===== config.mk =====
export PLATFORM = sky130hd
export DESIGN_NAME = alu_ctrl
export DESIGN_NICKNAME = d
export VERILOG_FILES = /design/src/rtl/alu_pkg.sv /design/src/rtl/alu_ctrl_regfile.sv /design/src/rtl/alu_ctrl.sv
export SDC_FILE = /design/constraint.sdc
export NUM_CORES = 1
export LEC_CHECK = 0
export ABC_AREA = 1
export BUFFER_PORTS_ARGS = -buffer_cell sky130_fd_sc_hd__buf_2
export CAP_MARGIN = 20
export CELL_PAD_IN_SITES_DETAIL_PLACEMENT = 2
export CELL_PAD_IN_SITES_GLOBAL_PLACEMENT = 2
export CORE_ASPECT_RATIO = 1.1
export CORE_MARGIN = 3
export CORE_UTILIZATION = 34
export CTS_BUF_LIST = sky130_fd_sc_hd__clkbuf_4 sky130_fd_sc_hd__clkbuf_8
export CTS_CLUSTER_SIZE = 12
export DETAILED_ROUTE_END_ITERATION = 16
export GPL_TIMING_DRIVEN = 0
export HOLD_SLACK_MARGIN = 0.05
export PLACE_DENSITY_LB_ADDON = 0.15
export SYNTH_ARGS = -nofsm -noshare
export SYNTH_HDL_FRONTEND = slang
export SYNTH_SLANG_ARGS = --single-unit

===== constraint.sdc =====
create_clock -name clk -period 3.6 [get_ports clk]
set_input_delay 0.54 -clock clk [delete_from_list [all_inputs] [get_ports clk]]
set_output_delay 0.54 -clock clk [all_outputs]
set_load 0.1 [all_outputs]

===== src/rtl/alu_pkg.sv =====
// Shared constants for the ALU control sequencer: op codes, FSM encoding,
// datapath defaults and instruction field positions.
package alu_pkg;
  localparam int DW_DEF   = 8;
  localparam int NREG_DEF = 4;

  localparam logic [2:0] ALU_ADD     = 3'b000;
  localparam logic [2:0] ALU_SUB     = 3'b001;
  localparam logic [2:0] ALU_AND     = 3'b010;
  localparam logic [2:0] ALU_OR      = 3'b011;
  localparam logic [2:0] ALU_SLT     = 3'b100;
  localparam logic [2:0] ALU_ILLEGAL = 3'b101;
  localparam logic [2:0] ALU_XOR     = 3'b110;
  localparam logic [2:0] ALU_BZ      = 3'b111;

  typedef enum logic [1:0] {IDLE = 2'd0, READ = 2'd1, EXEC = 2'd2, WB = 2'd3} state_t;

  // inst = {op[8:6], rd[5:4], rs[3:2], rt[1:0]}
  localparam int INST_W = 9;
  localparam int OP_MSB = 8, OP_LSB = 6;
  localparam int RD_MSB = 5, RD_LSB = 4;
  localparam int RS_MSB = 3, RS_LSB = 2;
  localparam int RT_MSB = 1, RT_LSB = 0;
endpackage


===== src/rtl/alu_ctrl_regfile.sv =====
// Private register file: one write port, two operand read ports and one
// debug read port, all reads combinational, synchronous clear.
module alu_ctrl_regfile
  import alu_pkg::*;
#(
  parameter int NREG = NREG_DEF,
  parameter int DW   = DW_DEF,
  localparam int AW  = $clog2(NREG)
) (
  input  logic          clk_i,
  input  logic          rst_ni,
  input  logic          we_i,
  input  logic [AW-1:0] waddr_i,
  input  logic [DW-1:0] wdata_i,
  input  logic [AW-1:0] ra_a_i,
  output logic [DW-1:0] rd_a_o,
  input  logic [AW-1:0] ra_b_i,
  output logic [DW-1:0] rd_b_o,
  input  logic [AW-1:0] ra_dbg_i,
  output logic [DW-1:0] rd_dbg_o
);
  logic [NREG-1:0][DW-1:0] rf_q;

  always_ff @(posedge clk_i) begin
    if (!rst_ni)   rf_q <= '0;
    else if (we_i) rf_q[waddr_i] <= wdata_i;
  end

  assign rd_a_o   = rf_q[ra_a_i];
  assign rd_b_o   = rf_q[ra_b_i];
  assign rd_dbg_o = rf_q[ra_dbg_i];
endmodule


===== src/rtl/alu_ctrl.sv =====
// Four-state sequencer around an external combinational ALU:
// accept -> read operands -> capture result -> write back.
// Optional zero flag output enabled by defining ALU_CTRL_ZFLAG_EN.
module alu_ctrl
  import alu_pkg::*;
#(
  parameter int NREG = NREG_DEF,
  parameter int DW   = DW_DEF,
  localparam int AW  = $clog2(NREG)
) (
  input  logic              clk,
  input  logic              rst_n,
  input  logic              inst_valid,
  output logic              inst_ready,
  input  logic [INST_W-1:0] inst,
  input  logic              ld_en,
  input  logic [AW-1:0]     ld_addr,
  input  logic [DW-1:0]     ld_data,
  output logic [2:0]        alu_op,
  output logic [DW-1:0]     alu_a,
  output logic [DW-1:0]     alu_b,
  input  logic [DW-1:0]     alu_ans,
  output logic              done,
  output logic              illegal,
`ifdef ALU_CTRL_ZFLAG_EN
  output logic              zflag,
`endif
  input  logic [AW-1:0]     rd_sel,
  output logic [DW-1:0]     rd_data
);
  state_t              state_q, state_d;
  logic [INST_W-1:0]   inst_q, inst_d;
  logic [2:0]          op_q, op_d;
  logic [DW-1:0]       a_q, a_d, b_q, b_d, res_q, res_d;
  logic                rf_we;
  logic [AW-1:0]       rf_waddr;
  logic [DW-1:0]       rf_wdata, rs_data, rt_data;
`ifdef ALU_CTRL_ZFLAG_EN
  logic                zflag_q, zflag_d;
`endif

  logic [2:0]    op_f;
  logic [AW-1:0] rd_f, rs_f, rt_f;
  assign op_f = inst_q[OP_MSB:OP_LSB];
  assign rd_f = inst_q[RD_MSB:RD_LSB];
  assign rs_f = inst_q[RS_MSB:RS_LSB];
  assign rt_f = inst_q[RT_MSB:RT_LSB];

  always_comb begin
    state_d    = state_q;
    inst_d     = inst_q;
    op_d       = op_q;
    a_d        = a_q;
    b_d        = b_q;
    res_d      = res_q;
    inst_ready = 1'b0;
    done       = 1'b0;
    illegal    = 1'b0;
    rf_we      = 1'b0;
    rf_waddr   = ld_addr;
    rf_wdata   = ld_data;
`ifdef ALU_CTRL_ZFLAG_EN
    zflag_d    = zflag_q;
`endif
    case (state_q)
      IDLE: begin
        // Preload shares the write port only here, so a same-cycle accept
        // sees the loaded value when operands are read next cycle.
        inst_ready = 1'b1;
        rf_we      = ld_en;
        if (inst_valid) begin
          inst_d  = inst;
          state_d = READ;
        end
      end
      READ: begin
        op_d    = op_f;
        a_d     = rs_data;
        b_d     = rt_data;
        state_d = EXEC;
      end
      EXEC: begin
        res_d   = alu_ans;
        state_d = WB;
      end
      WB: begin
        rf_waddr = rd_f;
        rf_wdata = res_q;
        state_d  = IDLE;
        if (op_f == ALU_ILLEGAL) begin
          illegal = 1'b1;
        end else begin
          done  = 1'b1;
          rf_we = 1'b1;
`ifdef ALU_CTRL_ZFLAG_EN
          zflag_d = (res_q == '0);
`endif
        end
      end
      default: state_d = IDLE;
    endcase
  end

  always_ff @(posedge clk) begin
    if (!rst_n) begin
      state_q <= IDLE;
      inst_q  <= '0;
      op_q    <= '0;
      a_q     <= '0;
      b_q     <= '0;
      res_q   <= '0;
`ifdef ALU_CTRL_ZFLAG_EN
      zflag_q <= 1'b0;
`endif
    end else begin
      state_q <= state_d;
      inst_q  <= inst_d;
      op_q    <= op_d;
      a_q     <= a_d;
      b_q     <= b_d;
      res_q   <= res_d;
`ifdef ALU_CTRL_ZFLAG_EN
      zflag_q <= zflag_d;
`endif
    end
  end

  assign alu_op = op_q;
  assign alu_a  = a_q;
  assign alu_b  = b_q;
`ifdef ALU_CTRL_ZFLAG_EN
  assign zflag  = zflag_q;
`endif

  alu_ctrl_regfile #(.NREG(NREG), .DW(DW)) u_rf (
    .clk_i    (clk),
    .rst_ni   (rst_n),
    .we_i     (rf_we),
    .waddr_i  (rf_waddr),
    .wdata_i  (rf_wdata),
    .ra_a_i   (rs_f),
    .rd_a_o   (rs_data),
    .ra_b_i   (rt_f),
    .rd_b_o   (rt_data),
    .ra_dbg_i (rd_sel),
    .rd_dbg_o (rd_data)
  );
endmodule


[Word-level counts from Yosys, hierarchy flattened]
Cells that the tools add are included.
Word-level totals
  register bits: 70
  word-level logic and storage cells: 42
  input bits: 33
Cells by class
  order comparisons: 5
  mux-type cells: 19
  reductions and logical operators: 3
  equal/unequal tests: 5
Operators by type and width (count)
  $bmux W8 S2: 3
  $mux W8: 5
  $bwmux W32: 1
  $demux W8 S2: 1
  $lt A2 B3 Y1 const B: 4
  $pmux W2 S4: 1
  $mux W1: 5
  $eq A2 B2 Y1 const B: 2
  $mux W2: 2
  $eq A3 B3 Y1 const B: 1
  $eq A2 B1 Y1 const B: 1
  $ge A2 B1 Y1 const B: 1
  $logic_not A2 Y1: 1
  $ne A2 B2 Y1 const B: 1
  $pmux W1 S2: 1
  $reduce_and A2 Y1: 1
  $logic_and A1 B1 Y1: 1

[Logic depth before layout (Yosys ltp)]
  depth after elaboration: 7
  gate-level depth with buffers: 9

[Hierarchy]
A second synthesis with hierarchy kept.
Second synthesis, totals
  cells, all modules: 552
  area, all modules: 3667.3 µm²
By module, submodules not included
  alu_ctrl_regfile: sequential area each 640.6 µm², cells an instance 342, instances 1, area each 2034.5 µm²
  alu_ctrl: sequential area each 760.7 µm², cells an instance 210, instances 1, area each 1632.8 µm²

[Worst setup path after synthesis]
No wires, ideal clock.
  path kind: input to output
  start point: in rd_sel[0]
  end point: out rd_data[5]
  cell stages on the path: 6
  required time: 3060 ps
  path buffers: 2
  slack: 470 ps
  arrival time: 2590 ps
  cell sequence: buf_2 > inv_1 > buf_2 > o21ai_0 > a21oi_1 > a21oi_1
Between the ends
  longest elaborated chain between the ends: 2
RTL lines
  from (decl): RTL line alu_ctrl.sv:28  | input logic [AW-1:0] rd_sel,
  $bmux W8 S2: RTL line alu_ctrl_regfile.sv:31  | assign rd_dbg_o = rf_q[ra_dbg_i];
  $mux W8 (not written as such): RTL line alu_ctrl_regfile.sv:31
  to (decl): RTL line alu_ctrl.sv:29  | output logic [DW-1:0] rd_data
No other way between the ends. The select of a mux whose other input is x is not followed.

[Worst setup path in the final report]
  start point: in rd_sel[0]
  end point: out rd_data[6]
The elaborated chain is that of the path after synthesis.

==> impl_metrics.env <==
export IMPL_ys_types=27
export IMPL_cts_num_sinks=70
export IMPL_rows=40
export IMPL_r2r_start="state_q[0]"
export IMPL_io_buffers=60
export IMPL_setup_tns_final_ns=0
export IMPL_intPower_w=0.00203
export IMPL_clockBufferDepth=2
export IMPL_drc=0
export IMPL_cts_resized=0
export IMPL_fin_area_mm2=0.00472
export IMPL_synth_area_mm2=0.00398
export IMPL_clock_power_share_pct=18.4
export IMPL_relSlewSlack_pct=54.8
export IMPL_hold_start="alu_ans[5]"
export IMPL_fin_crit_sh_pct=68.8
export IMPL_die_area_mm2=0.0130
export IMPL_vdd_drop_max_mv=0.439
export IMPL_die_x_um=109
export IMPL_finalClockSkew_ns=0.00806
export IMPL_synth_seq_cells=70
export IMPL_coreArea_mm2=0.0112
export IMPL_setup_viol=0
export IMPL_fin_hold_ws_ns=0.407
export IMPL_totalWireLength_mm=15.2
export IMPL_hp_class="in -> reg"
export IMPL_ctsHoldBuffers=0
export IMPL_ys_warn_count=0
export IMPL_synthAdderAreaFrac_pct=1.57
export IMPL_grt_remaining_overflow=0
export IMPL_p_per_area_mw_per_mm2=952
export IMPL_synth_top_family_by_area="simple AND/OR/NAND/NOR gates"
export IMPL_cts_clk_slew_worst_paths_ns=0.08
export IMPL_combPwrFrac_pct=55.8
export IMPL_numCtsBuffers=9
export IMPL_grt_use_met2_pct=43.6
export IMPL_die_height_um=120
export IMPL_via_per_inst=5.10
export IMPL_crit_type="in -> out"
export IMPL_vias=4221
export IMPL_cts_root_buf="clkbuf_8"
export IMPL_grt_use_total_pct=24.5
export IMPL_critical_path_arrival_ns=1.94
export IMPL_switching_share_pct=54.8
export IMPL_initial_core_util_pct=35.7
export IMPL_hold_viol_final=0
export IMPL_finish_net_count=713
export IMPL_maxCapViolCount=0
export IMPL_synthSimpleGateAreaFrac_pct=30.9
export IMPL_ys_seq_area_share_pct=35.2
export IMPL_io_pins=63
export IMPL_cts_tree="yes"
export IMPL_fmax_ghz=0.404
export IMPL_syn_num_nets=642
export IMPL_p_switching_w=0.00246
export IMPL_synth_area_per_cell_um2=6.59
export IMPL_antenna_cells=0
export IMPL_htree_levels=3
export IMPL_grt_max_degree=14
export IMPL_antenna_found_initial=0
export IMPL_use_met3_pct=4.03
export IMPL_grtUsageMet1_pct=30.3
export IMPL_gp_congestion=0.806
export IMPL_cts_setup_buffers=0
export IMPL_syn2layout_area_growth_pct=18.5
export IMPL_ant_nets=0
export IMPL_clock_latency_ns=0.36
export IMPL_grt_pass1_wl_mm=24.6
export IMPL_pwr_share_seq_pct=25.8
export IMPL_placed_area_mm2=0.00447
export IMPL_finalMaxSlewViolations=0
export IMPL_finalCriticalPeriod_ns=2.48
export IMPL_synth_compound_area_share_pct=18.0
export IMPL_p_leak_nw=2.26
export IMPL_start_kind="input pin"
export IMPL_wire_per_inst_um=18.3
export IMPL_first_pass_iters=4
export IMPL_grt_busiest_layer="met2"
export IMPL_cp_end_kind="output pin"
export IMPL_drt_initial_drc_count=165
export IMPL_syn_inst=604
export IMPL_outcome="complete, no violations"
export IMPL_cp_required_ns=3.06
export IMPL_worst_slew_pin_slew_ns=0.670
export IMPL_cp_startpoint="rd_sel[0]"
export IMPL_hpwl_mm=11.5
export IMPL_fillers=1381
export IMPL_rsz0062_at_grt="false"
export IMPL_crit_fanout=10
export IMPL_synthMuxAreaShare_pct=0
export IMPL_drive_gt1_share_pct=17.4
export IMPL_grt_pass1_vias=4548
export IMPL_synthXorXnorAreaFrac_pct=0
[final timing paths]
check                           cells after the start  slack (ns)       endpoint
worst min register to register                      2        0.47       res_q[0]
worst max-delay path                                7        1.12     rd_data[6]
worst max register to register                      7        1.68  u_rf.rf_q[23]
worst min-delay path                                3        0.41       res_q[5]
[cells in the mapped netlist]
cell / count / share of area, %
inv_1: 102 / 9.6
nand2_1: 100 / 9.4
nor2_1: 78 / 7.4
a21oi_1: 71 / 8.9
dfxtp_1: 70 / 35
o21ai_0: 63 / 7.9
nand4_1: 32 / 5.0
nand3_1: 17 / 2.1
buf_2: 13 / 1.6
buf_1: 8 / 0.75
clkbuf_1: 7 / 0.66
nand2_4: 7 / 2.0
ha_1: 5 / 1.6
nand3_4: 4 / 1.8
nor2_8: 4 / 2.0
o21ai_1: 4 / 0.50
buf_4: 3 / 0.57
clkinv_1: 3 / 0.28
buf_6: 2 / 0.57
nand2_2: 2 / 0.31
o21ai_2: 2 / 0.44
or2_2: 2 / 0.31
a211oi_1: 1 / 0.19
inv_2: 1 / 0.094
inv_4: 1 / 0.16
nand2_8: 1 / 0.50
nor3_1: 1 / 0.13
[sequential cells by signal (all words and copies together), names as in the netlist]
name       count
state_q        2
alu_a          8
alu_b          8
res_q          8
u_rf.rf_q     32
alu_op         3
inst_q         9
[metal layers]
metal,wire (um),part of all wire (%)
met2,7980,53
met1,6330,42
met5,0,0
met4,214,1.4
met3,647,4.3
[cell type report]
class	count	area, um2	area share (%)
Multi-Input combinational cell	394	2010	42.6
Sequential cell	70	1400	29.7
Inverter	107	404	8.56
Timing Repair Buffer	60	300	6.36
Tap cell	147	184	3.90
Buffer	33	166	3.53
Clock buffer	10	138	2.92
Clock inverter	6	116	2.46
[through the flow]
step	util, %	cells	power [W]	setup WS (ns)
global route	42.3	827	0.00480	0.953
finish	42.3	827	0.00449	1.12
global placement	40.0	811	0.00354	1.17
floorplan	-	604	0.00307	0.470
detailed placement	40.0	811	0.00366	1.14
CTS	42.3	827	0.00453	1.14
[worst max-delay path: stages]
cell and delay (ns):
buf_2 0.18, inv_1 0.12, buf_2 0.20, o21ai_0 0.17, a21oi_1 0.06, a21oi_1 0.20, buf_2 0.47
[kinds of logic (layout without fill, tap and decap cells)]
family                   after synthesis  in the layout
AND/OR/NAND/NOR                      248            248
AO/OA/AOI/OAI                        141            141
buffers and inverters                140            216
flip-flops                            70             70
adder cells (fa/ha/maj)                5              5
[cells in the final DEF (no fill, tap or decap)]
cell type  Yosys  layout
clkbuf_8       0      10
nor2_1        78      78
nand4_1       32      32
clkinv_1       3       3
clkbuf_1       7       7
inv_6          0       2
nand3_1       17      17
or2_2          2       2
inv_2          1       1
buf_2         13      73
o21ai_0       63      63
nand3_4        4       4
o21ai_1        4       4
buf_1          8       8
dfxtp_1       70      70
inv_1        102     102
bufinv_16      0       3
nor3_1         1       1
o21ai_2        2       2
nand2_4        7       7
nand2_1      100     100
clkinv_4       0       1
nand2_8        1       1
buf_6          2       2
nor2_8         4       4
a211oi_1       1       1
ha_1           5       5
nand2_2        2       2
buf_4          3       3
a21oi_1       71      71
inv_4          1       1
[power groups by stage]
stage,sequential (W),clock (W),combinational (W)
global route,0.00119,0.000881,0.00273
floorplan,0.00174,0,0.00133
global placement,0.00116,0,0.00237
detailed placement,0.00118,0,0.00248
finish,0.00116,0.000828,0.00251
CTS,0.00116,0.000846,0.00252
Power figures use the tool's default switching activity.
